`src/rtl/fetch_unit.sv`:
```
// fetch_unit: instruction fetch stage sitting directly behind the program counter.
// Issues one instruction-memory read per PC value, buffers returned words
// (tagged with their PC) in a small FIFO and hands them to the decoder over a
// valid/ready handshake. pc_advance tells the PC to step only when a fetch is
// accepted by memory. flush discards everything fetched or still in flight.
//
// Optional feature: define FETCH_PERF_CNT_EN to add saturating 16-bit
// fetch/stall performance counters (perf_fetch_cnt, perf_stall_cnt).
//
// Ports:
//   clk            clock
//   reset          asynchronous, active-high reset
//   pc_in          current PC value
//   pc_advance     one-cycle pulse enabling the PC to step
//   flush          branch/jump taken; drop all fetched and in-flight words
//   imem_req       read request valid
//   imem_addr      read address (registered, stable until accepted)
//   imem_ready     memory accepts the request this cycle
//   imem_rvalid    read data valid
//   imem_rdata     read data
//   dec_valid      instruction available to the decoder
//   dec_instr      instruction word at FIFO head
//   dec_pc         address of dec_instr
//   dec_ready      decoder accepts the instruction
//   perf_fetch_cnt FIFO pops (FETCH_PERF_CNT_EN only)
//   perf_stall_cnt cycles the decoder waited on an empty fetch stage
//                  (FETCH_PERF_CNT_EN only)
//
// State table:
//   state  | meaning
//   IDLE   | no request outstanding
//   REQ    | imem_req high, waiting for imem_ready
//   WAIT   | request accepted, awaiting imem_rvalid

module fetch_unit #(
  parameter int ADDR_WIDTH  = 8,
  parameter int INSTR_WIDTH = 16,
  parameter int BUF_DEPTH   = 2
) (
  input  logic                   clk,
  input  logic                   reset,
  input  logic [ADDR_WIDTH-1:0]  pc_in,
  output logic                   pc_advance,
  input  logic                   flush,
  output logic                   imem_req,
  output logic [ADDR_WIDTH-1:0]  imem_addr,
  input  logic                   imem_ready,
  input  logic                   imem_rvalid,
  input  logic [INSTR_WIDTH-1:0] imem_rdata,
  output logic                   dec_valid,
  output logic [INSTR_WIDTH-1:0] dec_instr,
  output logic [ADDR_WIDTH-1:0]  dec_pc,
  input  logic                   dec_ready
`ifdef FETCH_PERF_CNT_EN
  ,
  output logic [15:0]            perf_fetch_cnt,
  output logic [15:0]            perf_stall_cnt
`endif
);

  localparam int PTR_W = (BUF_DEPTH > 1) ? $clog2(BUF_DEPTH) : 1;
  localparam int CNT_W = $clog2(BUF_DEPTH) + 1;
  localparam logic [CNT_W-1:0] DEPTH_C = CNT_W'(BUF_DEPTH);

  typedef enum logic [1:0] {
    S_IDLE = 2'd0,
    S_REQ  = 2'd1,
    S_WAIT = 2'd2
  } state_t;

  state_t                 state_q, state_d;
  logic [ADDR_WIDTH-1:0]  addr_q, addr_d;
  logic [ADDR_WIDTH-1:0]  pending_pc_q, pending_pc_d;
  logic                   discard_q, discard_d;

  logic [CNT_W-1:0]       count_q, count_d;
  logic [PTR_W-1:0]       wr_ptr_q, wr_ptr_d;
  logic [PTR_W-1:0]       rd_ptr_q, rd_ptr_d;
  logic [INSTR_WIDTH-1:0] instr_buf_q [BUF_DEPTH];
  logic [ADDR_WIDTH-1:0]  pc_buf_q    [BUF_DEPTH];

  logic push;
  logic pop;
  logic space_after_push;

  // A flush cycle hides the head so any handshake in that cycle is void.
  assign dec_valid = (count_q != '0) && !flush;
  assign dec_instr = instr_buf_q[rd_ptr_q];
  assign dec_pc    = pc_buf_q[rd_ptr_q];
  assign imem_addr = addr_q;

  assign pop  = dec_valid && dec_ready;
  assign push = (state_q == S_WAIT) && imem_rvalid && !discard_q && !flush;

  // Room for another request once this response lands, crediting a pop in
  // the same cycle so streaming keeps going with a full-rate decoder.
  assign space_after_push =
    (count_q + CNT_W'(1) - CNT_W'(pop)) < DEPTH_C;

  always_ff @(posedge clk or posedge reset) begin
    if (reset) begin
      state_q      <= S_IDLE;
      addr_q       <= '0;
      pending_pc_q <= '0;
      discard_q    <= 1'b0;
    end else begin
      state_q      <= state_d;
      addr_q       <= addr_d;
      pending_pc_q <= pending_pc_d;
      discard_q    <= discard_d;
    end
  end

  always_comb begin
    state_d      = state_q;
    addr_d       = addr_q;
    pending_pc_d = pending_pc_q;
    discard_d    = discard_q;
    imem_req     = 1'b0;
    pc_advance   = 1'b0;

    case (state_q)
      S_IDLE: begin
        if (!flush && (count_q < DEPTH_C)) begin
          state_d = S_REQ;
          addr_d  = pc_in;
        end
      end

      S_REQ: begin
        // Request is withdrawn in the flush cycle so memory cannot accept it.
        if (flush) begin
          state_d = S_IDLE;
        end else begin
          imem_req = 1'b1;
          if (imem_ready) begin
            pc_advance   = 1'b1;
            pending_pc_d = addr_q;
            state_d      = S_WAIT;
          end
        end
      end

      S_WAIT: begin
        if (flush) begin
          // Response arriving with the flush is simply dropped; otherwise
          // remember to drop the one still in flight.
          if (imem_rvalid) begin
            state_d   = S_IDLE;
            discard_d = 1'b0;
          end else begin
            discard_d = 1'b1;
          end
        end else if (imem_rvalid) begin
          discard_d = 1'b0;
          if (!discard_q && space_after_push) begin
            state_d = S_REQ;
            addr_d  = pc_in;
          end else begin
            state_d = S_IDLE;
          end
        end
      end

      default: begin
        state_d   = S_IDLE;
        discard_d = 1'b0;
      end
    endcase
  end

  always_comb begin
    count_d  = count_q;
    wr_ptr_d = wr_ptr_q;
    rd_ptr_d = rd_ptr_q;
    if (flush) begin
      count_d  = '0;
      wr_ptr_d = '0;
      rd_ptr_d = '0;
    end else begin
      if (push) wr_ptr_d = wr_ptr_q + PTR_W'(1);
      if (pop)  rd_ptr_d = rd_ptr_q + PTR_W'(1);
      count_d = count_q + CNT_W'(push) - CNT_W'(pop);
    end
  end

  always_ff @(posedge clk or posedge reset) begin
    if (reset) begin
      count_q  <= '0;
      wr_ptr_q <= '0;
      rd_ptr_q <= '0;
      for (int i = 0; i < BUF_DEPTH; i++) begin
        instr_buf_q[i] <= '0;
        pc_buf_q[i]    <= '0;
      end
    end else begin
      count_q  <= count_d;
      wr_ptr_q <= wr_ptr_d;
      rd_ptr_q <= rd_ptr_d;
      if (push) begin
        instr_buf_q[wr_ptr_q] <= imem_rdata;
        pc_buf_q[wr_ptr_q]    <= pending_pc_q;
      end
    end
  end

`ifdef FETCH_PERF_CNT_EN
  always_ff @(posedge clk or posedge reset) begin
    if (reset) begin
      perf_fetch_cnt <= '0;
      perf_stall_cnt <= '0;
    end else begin
      if (pop && (perf_fetch_cnt != 16'hFFFF))
        perf_fetch_cnt <= perf_fetch_cnt + 16'd1;
      if (dec_ready && !dec_valid && !flush && (perf_stall_cnt != 16'hFFFF))
        perf_stall_cnt <= perf_stall_cnt + 16'd1;
    end
  end
`endif

endmodule

```
`config.mk`:
```
export PLATFORM = sky130hd
export DESIGN_NAME = fetch_unit
export DESIGN_NICKNAME = d
export VERILOG_FILES = /design/src/rtl/fetch_unit.sv
export SDC_FILE = /design/constraint.sdc
export NUM_CORES = 1
export LEC_CHECK = 0
export BUFFER_PORTS_ARGS = -buffer_cell sky130_fd_sc_hd__buf_4
export CELL_PAD_IN_SITES_DETAIL_PLACEMENT = 0
export CELL_PAD_IN_SITES_GLOBAL_PLACEMENT = 1
export CORE_MARGIN = 2
export CORE_UTILIZATION = 44
export CTS_CLUSTER_SIZE = 20
export DETAILED_ROUTE_END_ITERATION = 8
export GPL_TIMING_DRIVEN = 0
export PLACE_DENSITY = 0.88
export SYNTH_ARGS = -nofsm -noshare
export SYNTH_HDL_FRONTEND = slang
export SYNTH_SLANG_ARGS = --single-unit
```
`constraint.sdc`:
```
create_clock -name clk -period 2.45 [get_ports clk]
set_input_delay 0 -clock clk [delete_from_list [all_inputs] [get_ports clk]]
set_output_delay 0 -clock clk [all_outputs]
set_load 0.01 [all_outputs]
```
## Word-level counts from Yosys, hierarchy flattened

Index checks and enable logic that the tools add are counted.

- Flip-flop bits (word level): 71
- Latch bits: 0
- RAM bits: 0
- ROM bits: 0
- Bits of input ports: 30
- Word-level logic and storage cells: 93
- Memories kept: 0

- Add/subtract/negate cells: 6
- Multiply operators: 0
- Div/mod/pow operators: 0
- Magnitude comparators: 5
- Equality and inequality tests: 8
- Shift-type cells: 0
- Mux-type cells: 39
- Bitwise logic cells: 4
- Reductions and logical operators: 20

Operators with widths:

| kind | count |
|---|---|
| 2-to-1 mux 16 bit | 4 |
| 2-to-1 mux 8 bit | 8 |
| bitwise mux 32 bit | 1 |
| bitwise mux 16 bit | 1 |
| demux 16 bit (select 1 bit) | 1 |
| case mux 8 bit (2 select lines) | 1 |
| 2-to-1 mux 2 bit | 7 |
| 2-to-1 mux 1 bit | 13 |
| demux 8 bit (select 1 bit) | 1 |
| logical AND 1 bit | 8 |
| nonzero test 2 bit | 4 |
| inequality test 2 bit, second input constant | 3 |
| inequality test 3 bit, second input constant | 2 |
| case mux 2 bit (3 select lines) | 1 |
| AND reduction 3 bit | 2 |
| AND reduction 5 bit | 1 |
| >= comparator 2 bit, second input constant | 2 |
| < comparator 2 bit, second input constant | 2 |
| NOT 1 -> 2 bit | 2 |
| subtractor 2 x 1 -> 2 bit | 2 |
| adder 1 bit, second input constant | 2 |
| adder 2 x 1 -> 2 bit | 1 |
| adder 2 x 1 -> 2 bit, second input constant | 1 |
| == test 2 x 1 -> 1 bit, second input constant | 1 |
| other kinds (9) | 11 |

## Longest topological paths before layout

- Depth in word-level cells: 10
- Depth in mapped cells: 8
- Gate-level depth less buffers: 8

## Worst setup path before layout

No wires, ideal clock.

- Path kind: register to register
- From: reg state_q[0]
- To: reg instr_buf_q[22] in the netlist's numbering
- Setup time: 0.125 ns
- Arrival: 1.677 ns
- Data required time: 2.325 ns
- Slack: 0.648 ns
- Stages on the path, launching flop included: 6
- Clock period less this slack: 1.802 ns
- Cell sequence: dfrtp_1 > nand3b_1 > or3_4 > nor2_2 > buf_4 > mux2_2

- Cells in the longest elaborated chain, start to end: 4

Ends and longest elaborated chain:

| what | line | text |
|---|---|---|
| start: declaration | 71 | `state_t state_q, state_d;` |
| start signal: assignment | 107 | `state_q <= state_d;` |
| == test 2 bit | 93 | `assign push = (state_q == S_WAIT) && imem_rvalid && !discard_q && !flush;` |
| logical AND 1 bit (3 in series) | 93 |  |
| end signal: indexed assignment | 201 | `instr_buf_q[wr_ptr_q] <= imem_rdata;` |
| end: declaration | 79 | `logic [INSTR_WIDTH-1:0] instr_buf_q [BUF_DEPTH];` |

No other way between the ends.
A chain may end at the register's enable or synchronous reset.

## Worst setup path after layout

- From: reg rd_ptr_q
- To: out dec_instr[12]

- Cells in the longest elaborated chain, start to end: 4

Ends and longest elaborated chain:

| what | line | text |
|---|---|---|
| start: declaration | 78 | `logic [PTR_W-1:0] rd_ptr_q, rd_ptr_d;` |
| start signal: assignment | 199 | `rd_ptr_q <= rd_ptr_d;` |
| NOT 1 -> 2 bit (implied by the code) | 88 | `assign dec_instr = instr_buf_q[rd_ptr_q];` |
| 2-to-1 mux 16 bit (implied by the code) (3 in series) | 88 |  |
| end: declaration | 51 | `output logic [INSTR_WIDTH-1:0] dec_instr,` |

No other way between the ends. The select of a mux whose other input is x is not followed.

==> flow_summary.yaml <==
power_and_ir_drop:
  p_leak_nw: 2.06
  powerDensity_nw_per_um2: 899
  vdd_drop_max_uv: 419
min_path:
  hold_class: "in -> reg"
timing:
  maxSlewViolCount: 0
  fmax_mhz: 476
  period_share_pct: 85.8
  finalSetupViolations: 0
  rsz0062_at_grt: "false"
  tightestPinTransition_ns: 0.852
  finalHoldViolations: 0
  slew_headroom_pct: 43.2
  skew_ns: 0.00598
  fin_crit_ns: 2.10
synthesis:
  synth_commonest_cells: "mux2_2, dfrtp_1, nor2_1, inv_1"
  yosys_warnings: 0
  ys_seq_area_share_pct: 57.1
  synth_top_area_share_pct: 57.1
  synth-main-ff-cell: "dfrtp_1"
  syn_nets: 240
  syn_inst: 208
  yosysMostFrequentCell: "mux2_2"
  synth_edf_count: 0
  async_reset_ff_share_pct: 100
  ys_ff_latch: 71
  post-synth-top-area-cell: "dfrtp_1"
  netlist_top_cells_area: "dfrtp_1, mux2_2, nor2_1"
  ys_types: 28
  synth_area_per_cell_sq_um: 15.0
  netlist_area_sq_um: 3110
placement:
  place_area_sq_um: 3710
  place_hpwl_mm: 3.83
  place_congestion: 0.702
  portBuffers: 64
drt:
  drt_pre_antenna_iters: 4
  drt_iter0_drc: 40
  post-route-drc-count: 0
  via_count: 1973
  avgViaCountPerCell: 4.80
  wirelength_mm: 5.73
  avgRoutedWirePerCell_um: 13.9
  antenna_left: 0
global_route:
  gr-total-overflow: 0
  antenna_found_initial: 0
  grtUsageTotal_pct: 16.0
  grt_pass1_vias: 1990
  grt_max_degree: 72
  grt_pass1_wl_mm: 9.30
clock_tree:
  cts_setup_buffers: 0
  cts_tree: "yes"
  cts_buffer_depth: 2
  ctsRootBufferMaster: "clkbuf_8"
  htree_num_levels: 3
  cts-resized-gates: 0
  clkLatencyLatePin_ns: 0.33
  cts-hold-fix-buffers: 28
  cts-buffers-inserted: 9
  clk_pin_slew_ns: 0.07
  clock_sinks: 71
layout:
  antenna_cells: 0
  final_layout_size_suffix_gt1_share_pct: 56.2
  stdcell_area_sq_um: 4170
  final_core_util_pct: 61.0
  areaGrowthSynthToFinish_pct: 34.1
  nets: 343
floorplan:
  chipHeight_um: 88.1
  start_util_pct: 45.5
  dieArea_sq_um: 7760
  core-area_sq_um: 6830
  rows: 30
  die_x_um: 88.1
  pin_count: 65
run_status:
  outcome: "finished clean"
worst_setup_path:
  crit_fanout: 10
  cp.required_ns: 2.45
  worstPathArrival_ns: 2.10
  path_class: "reg -> out"
  endpoint_kind: "primary output"
  worst_setup_path_start_kind: "register"
job:
  cap_violations: 0
==> where the power goes <==
group          switching [mW]  leakage, nW  total, mW  internal (mW)
Combinational           0.448         1.04       1.21          0.757
Clock                   0.386       0.0898      0.834          0.447
Sequential              0.206        0.932       1.71           1.50
Total                    1.04         2.06       3.75           2.71
==> layout make-up <==
cell class	count	area [sq um]
Tap cell	96	120
Clock buffer	15	176
Sequential cell	71	1780
Inverter	4	17.5
Fill cell	557	2660
Timing Repair Buffer	92	761
Buffer	9	56.3
Multi-Input combinational cell	124	1260
==> logic make-up (layout without fill, tap and decap cells) <==
| family | count (synthesis) | after routing | synth area share [%] |
|---|---|---|---|
| and+or+nand+nor | 20 | 20 | 3.98 |
| adders and majority gates | 2 | 2 | 0.804 |
| AOI/OAI and AO/OA | 9 | 9 | 2.41 |
| muxes | 90 | 90 | 32.5 |
| buffers and inverters | 13 | 120 | 2.29 |
| DFF | 71 | 71 | 57.1 |
| xor gates and xnor gates | 3 | 3 | 0.845 |
==> metal layers <==
metal	vias to the layer above	wire length, um	global-route usage, %
met4	0	68	5.37
li1	941	-	-
met2	46	2650	25.1
met5	-	0	0
met3	7	272	5.09
met1	979	2740	21.1
==> worst paths after layout <==
kind	endpoint	slack [ns]	start	cells after the start
hold reg to reg	pc_buf_q[1]$_DFFE_PP0P_	0.50	pc_buf_q[1]$_DFFE_PP0P_	1
setup / recovery	dec_instr[12]	0.35	rd_ptr_q$_DFFE_PP0P_	4
setup reg to reg	instr_buf_q[26]$_DFFE_PP0P_	0.38	state_q[0]$_DFFE_PP0P_	5
min in group asynchronous	instr_buf_q[0]$_DFFE_PP0P_	0.37	reset	3
max in group asynchronous	instr_buf_q[28]$_DFFE_PP0P_	1.48	reset	3
hold / removal	rd_ptr_q$_DFFE_PP0P_	0.05	dec_ready	3
==> worst max-delay path: stages, from the launching register on <==
cell and delay (ns):
dfrtp_1 0.32, clkbuf_1 0.33, clkbuf_1 0.55, mux2_2 0.42, buf_4 0.14
==> stage by stage <==
stage	setup TNS, ns	hold WS, ns	total power, mW	setup WS [ns]	instances
6_report	0	0.0522	3.75	0.349	411
5_1_grt	0	0.0565	3.99	0.217	411
4_1_cts	0	0.0407	3.80	0.292	411
3_5_place_dp	0	0.238	2.92	0.390	368
3_3_place_gp	-14.09	0.235	2.89	-0.202	368
2_1_floorplan	0	0.151	2.38	0.648	208
==> cell usage in the layout (no fill, tap or decap), types with 2 or more instances in the layout <==
cell type,instances
a21o_1,2
a21oi_1,3
and2b_1,2
buf_2,3
buf_4,65
buf_6,2
clkbuf_1,5
clkbuf_8,12
dfrtp_1,71
dlygate4sd3_1,28
ha_1,2
inv_1,3
mux2_2,89
nand3b_1,2
nor2_1,8
nor2b_1,2
xnor2_1,2
==> state kept, by name (all words and copies together) (netlist names) <==
register	flops
instr_buf_q	32
pc_buf_q	16
imem_addr	8
pending_pc_q	8
count_q	2
state_q	2
discard_q	1
rd_ptr_q	1
wr_ptr_q	1
No activity file was read; power rests on OpenSTA's default activity.
